### config.mk
export PLATFORM = sky130hd
export DESIGN_NAME = uart_receiver
export DESIGN_NICKNAME = d
export VERILOG_FILES = /design/src/rtl/uart_pkg.sv /design/src/rtl/uart_receiver_rx_brg.sv /design/src/rtl/uart_receiver.sv
export SDC_FILE = /design/constraint.sdc
export NUM_CORES = 1
export LEC_CHECK = 0
export BUFFER_PORTS_ARGS = -buffer_cell sky130_fd_sc_hd__buf_2
export CORE_UTILIZATION = 45
export CTS_CLUSTER_SIZE = 24
export DETAILED_ROUTE_END_ITERATION = 6
export GPL_TIMING_DRIVEN = 0
export PLACE_DENSITY = 0.65
export SETUP_SLACK_MARGIN = 0.5
export SYNTH_ARGS = -nofsm -noshare
export SYNTH_HDL_FRONTEND = slang
export SYNTH_SLANG_ARGS = --single-unit
### constraint.sdc
create_clock -name clk -period 2.3 [get_ports clk]
set_input_delay 0 -clock clk [delete_from_list [all_inputs] [get_ports clk]]
set_output_delay 0 -clock clk [all_outputs]
set_load 0.01 [all_outputs]
### src/rtl/uart_pkg.sv
// uart_pkg: shared receiver FSM encoding and frame geometry.
package uart_pkg;
    typedef enum logic [1:0] {
        IDLE  = 2'b00,
        START = 2'b01,
        DATA  = 2'b10,
        STOP  = 2'b11
    } state_t;
    localparam int DATA_BITS = 8;
endpackage

### src/rtl/uart_receiver_rx_brg.sv
// rx_brg: free-running oversample tick generator, one-clk pulse every DIV clocks.
module rx_brg #(
    parameter int CLOCK_FREQ = 50_000_000,
    parameter int BAUD_RATE  = 9600,
    parameter int OVERSAMPLE = 16
) (
    input  logic clk,
    input  logic rst,
    output logic tick
);
    localparam int DIV_RAW = CLOCK_FREQ / (BAUD_RATE * OVERSAMPLE);
    localparam int DIV     = DIV_RAW < 1 ? 1 : DIV_RAW;
    localparam int CW      = DIV > 1 ? $clog2(DIV) : 1;
    logic [CW-1:0] cnt_q;
    assign tick = cnt_q == CW'(DIV - 1);
    always_ff @(posedge clk) begin
        if (rst) cnt_q <= '0;
        else     cnt_q <= tick ? '0 : cnt_q + 1'b1;
    end
endmodule

### src/rtl/uart_receiver.sv
// uart_receiver: 8N1 receiver with 16x oversampling, mid-bit sampling and a
// valid/ready holding register that reports framing errors and overruns.
module uart_receiver
    import uart_pkg::*;
#(
    parameter int CLOCK_FREQ = 50_000_000,
    parameter int BAUD_RATE  = 9600,
    parameter int OVERSAMPLE = 16
) (
    input  logic       clk,
    input  logic       rst,
    input  logic       rx_pin,
    output logic [7:0] rx_data,
    output logic       rx_valid,
    input  logic       rx_ready,
    output logic       frame_err,
    output logic       overrun_err
);
    localparam int SCW = $clog2(OVERSAMPLE);
    localparam int BW  = $clog2(DATA_BITS);
    localparam logic [SCW-1:0] SC_MID = SCW'(OVERSAMPLE / 2 - 1);
    localparam logic [SCW-1:0] SC_END = SCW'(OVERSAMPLE - 1);
    localparam logic [BW-1:0]  BIT_LAST = BW'(DATA_BITS - 1);

    logic tick;
    rx_brg #(
        .CLOCK_FREQ(CLOCK_FREQ),
        .BAUD_RATE (BAUD_RATE),
        .OVERSAMPLE(OVERSAMPLE)
    ) u_brg (
        .clk (clk),
        .rst (rst),
        .tick(tick)
    );

    // Both stages preset high so reset never looks like a start bit.
    logic sync_q, rx_s_q;
    always_ff @(posedge clk) begin
        if (rst) begin
            sync_q <= 1'b1;
            rx_s_q <= 1'b1;
        end else begin
            sync_q <= rx_pin;
            rx_s_q <= sync_q;
        end
    end

    state_t                 state_q;
    logic [SCW-1:0]         sc_q;
    logic [BW-1:0]          bit_idx_q;
    logic [DATA_BITS-1:0]   shift_q;
    logic                   armed_q;
    logic                   frame_err_q;
    logic                   stop_sample, deliver;

    assign stop_sample = tick && state_q == STOP && sc_q == SC_END;
    assign deliver     = stop_sample && rx_s_q;

    always_ff @(posedge clk) begin
        if (rst) begin
            state_q     <= IDLE;
            sc_q        <= '0;
            bit_idx_q   <= '0;
            shift_q     <= '0;
            armed_q     <= 1'b1;
            frame_err_q <= 1'b0;
        end else begin
            frame_err_q <= stop_sample && !rx_s_q;
            if (tick) begin
                case (state_q)
                    IDLE: begin
                        armed_q <= rx_s_q ? 1'b1 : armed_q;
                        if (armed_q && !rx_s_q) begin
                            state_q <= START;
                            sc_q    <= '0;
                        end
                    end
                    START: begin
                        sc_q <= sc_q + 1'b1;
                        if (sc_q == SC_MID) begin
                            state_q   <= rx_s_q ? IDLE : DATA;
                            sc_q      <= '0;
                            bit_idx_q <= '0;
                        end
                    end
                    DATA: begin
                        sc_q <= sc_q + 1'b1;
                        if (sc_q == SC_END) begin
                            shift_q   <= {rx_s_q, shift_q[DATA_BITS-1:1]};
                            sc_q      <= '0;
                            bit_idx_q <= bit_idx_q + 1'b1;
                            state_q   <= bit_idx_q == BIT_LAST ? STOP : DATA;
                        end
                    end
                    default: begin
                        sc_q <= sc_q + 1'b1;
                        // A low stop bit disarms until the line goes high again (break).
                        if (sc_q == SC_END) begin
                            state_q <= IDLE;
                            sc_q    <= '0;
                            armed_q <= rx_s_q;
                        end
                    end
                endcase
            end
        end
    end

    logic                 load;
    logic                 rx_valid_d, overrun_d;
    logic [DATA_BITS-1:0] rx_data_d;
    logic                 rx_valid_q, overrun_q;
    logic [DATA_BITS-1:0] rx_data_q;

    always_comb begin
        load       = deliver && (!rx_valid_q || rx_ready);
        rx_valid_d = load || (rx_valid_q && !rx_ready);
        rx_data_d  = load ? shift_q : rx_data_q;
        overrun_d  = deliver && rx_valid_q && !rx_ready;
    end

    always_ff @(posedge clk) begin
        if (rst) begin
            rx_valid_q <= 1'b0;
            rx_data_q  <= '0;
            overrun_q  <= 1'b0;
        end else begin
            rx_valid_q <= rx_valid_d;
            rx_data_q  <= rx_data_d;
            overrun_q  <= overrun_d;
        end
    end

    assign rx_data     = rx_data_q;
    assign rx_valid    = rx_valid_q;
    assign frame_err   = frame_err_q;
    assign overrun_err = overrun_q;
endmodule

==> impl_metrics.toml <==
[floorplanning]
die_x_um = 66.8
rows = 23
fp.coreArea_um2 = 4030
die_h_um = 66.8
die_area_um2 = 4460
io_pins = 15
initial_core_util = 0.469

[final_layout]
drive_gt1_frac = 0.237
fin_nets = 240
area_growth_pct = 18.4
antenna_cells = 0
nFillCells = 368
stdcell_area_um2 = 2240

[yosys]
syn_avg_cell_area_um2 = 9.55
synth_edf_count = 0
synth.largest_area_cell = "dfxtp_1"
synth_top_area_frac = 0.424
syn-num-nets = 211
synth_area_um2 = 1890
ys_dominant_reg_cell = "dfxtp_1"
synth.yosys.seq_area_share = 0.424
ys_warn_count = 0
synth-seq-cells = 40
synthArstFlopShare = 0
netlist_top_cells_count = "dfxtp_1 (40), nor2_1 (19), nand3_1 (17)"
synth.area.top_cells = "dfxtp_1 (42%), ha_1 (6.0%), nand3_1 (4.5%)"
synth_cell_type_count = 46
synthCells = 198
synth_most_common_cell = "dfxtp_1"

[critical_path]
crit_required_ns = 2.45
crit_path_end_kind = "flip-flop"
criticalPathCategory = "reg2reg"
cp.arrival_ns = 1.92
path_max_fanout = 8
r2r_cells = 6
critPathLaunchType = "flip-flop"

[placed_design]
io_buffers = 13
placed_cell_area_um2 = 2020
place.gp.congestion = 0.744
place_hpwl_um = 2510

[timing]
finalHoldViolCount = 0
slew_violations = 0
tns_ns = 0
period_share = 0.770
finalSetupViolations = 0
worstMarginPinSlew_ns = 0.529
period_needed_ns = 1.77
max_freq_mhz = 564
max_slew_margin = 0.648
holdWs_ns = 0.0562
skew_ns = 0.00780
grt_setup_unrepaired = "yes"

[detailed_routing]
vias_per_cell = 5.24
first_pass_iters = 4
routed_wl_um = 3650
drc_errors = 0
antenna_left = 0
num_vias = 1458
drt_iter0_drc = 72
wire_per_inst_um = 13.1

[power]
pwr-share-clk = 0.385
leakage_nw = 0.954
swShare = 0.219
finalPower_mw = 1.23
peakVddDrop_mv = 0.437
seq_power_share = 0.575
combPwrFrac = 0.040
p_switching_uw = 268
p_int_uw = 958
p_per_area_nw_per_um2 = 548

[grt]
grt_pass1_wl_um = 5750
antenna_found_initial = 0
first_global_vias = 1277
grt_use_total = 0.171
grt_start_max_net_pins = 13
grt_overflow_total = 0

[clock_network]
cts_sinks = 40
numCtsBuffers = 5
cts.clk_slew.worst_paths_ns = 0.08
cts_root_buffer = "clkbuf_8"
htree_levels = 2
cts_tree = "built"
clockBufferDepth = 2
clkLatencyLatePin_ns = 0.29

[run_status]
outcome = "completed"

[run]
maxCapViolCount = 0

[min_path]
hp-class = "in2reg"
hold_depth = 3
-- routing by layer --
layer | global-route usage | part of all wire | vias to the layer above
met2 | 0.280 | 0.45 | 15
met4 | 0.0559 | 0.0052 | 0
li1 | - | - | 761
met3 | 0.0411 | 0.026 | 2
met1 | 0.219 | 0.52 | 680
met5 | 0 | 0 | -
-- layout make-up --
class	instances	area, um2	area share
clock buffers	6	82.6	0.0369
plain buffers	8	61.3	0.0274
clock inverters	2	10.0	0.00447
inverters	7	26.3	0.0117
flip-flops and latches	40	803	0.359
repair buffers	22	138	0.0615
well taps	50	62.6	0.0279
multi-input cells	143	1050	0.471
-- worst paths after layout --
kind                      startpoint                        end  slack [ns]
max reg2reg  state_q[0]$_SDFFE_PP0P_  bit_idx_q[1]$_SDFFE_PP0P_        0.53
min                         rx_ready     overrun_err$_SDFF_PP0_        0.06
max          state_q[0]$_SDFFE_PP0P_  bit_idx_q[1]$_SDFFE_PP0P_        0.53
min reg2reg        sync_q$_SDFF_PP1_          rx_s_q$_SDFF_PP1_        0.41
-- cells in the final DEF, fill, tap and decap left out, types with 2 or more instances in the layout --
cell and n:
dfxtp_1 38, nor2_1 19, nand3_1 17, a21oi_1 16, buf_2 14, o21ai_0 9, mux2i_1 8, nand2_1 8
clkbuf_8 7, ha_1 7, buf_4 7, inv_1 5, nand2b_1 5, nor3_1 4, nor2b_1 4, xnor2_1 4
and3_1 3, nand3b_1 3, xor2_1 3, inv_2 2, buf_6 2, clkbuf_1 2, nand4b_1 2, nand4_1 2
and4b_1 2, a211o_1 2, or2_2 2, ha_4 2, clkinv_2 2, dlygate4sd3_1 2, dfxtp_2 2
-- cell families (layout without fill, tap and decap cells) --
family | after synthesis | after routing | share of synthesized area
buf+inv | 15 | 45 | 0.0424
xor+xnor | 7 | 7 | 0.0324
mux | 8 | 8 | 0.0424
simple gates | 84 | 84 | 0.279
fa+ha+maj | 9 | 9 | 0.0596
compound gates | 35 | 35 | 0.121
flops | 40 | 40 | 0.424
-- sequential cells by signal (all words and copies together) (netlist names) --
signal,count
state_q,2
overrun_err,1
u_brg.cnt_q,9
shift_q,8
armed_q,1
sc_q,4
rx_s_q,1
rx_data,8
sync_q,1
rx_valid,1
frame_err,1
bit_idx_q,3
-- per-stage QoR --
stage,util,setup WS [ns],std cells
after global placement,0.502,0.395,261
after floorplan,-,0.515,198
after detailed placement,0.502,0.377,261
final,0.556,0.528,278
after global routing,0.556,0.419,278
after CTS,0.547,0.449,276
-- critical path, cell delays in order, from the launching register on --
cell       delay, ns
dfxtp_2         0.34
buf_4           0.13
ha_4            0.16
or3b_4          0.39
a2111oi_4       0.41
nand2b_1        0.16
a21oi_1         0.06
-- timing repair --
action | CTS | global route
hold buffers | 2 | 0
pin swaps | 6 | 8
gates resized for setup | 8 | 6
setup endpoints to repair | 11 | 28
buffers inserted | 5 | 2
endpoints found under the hold margin | 2 | 0
-- power groups by stage --
stage	Clock (mW)	Combinational (mW)	Sequential, mW
2_1_floorplan	0	0.0340	0.719
3_3_place_gp	0	0.0440	0.721
3_5_place_dp	0	0.0458	0.721
4_1_cts	0.491	0.0487	0.705
5_1_grt	0.508	0.0537	0.705
6_report	0.472	0.0487	0.705
(Power assumes the default switching activity.)
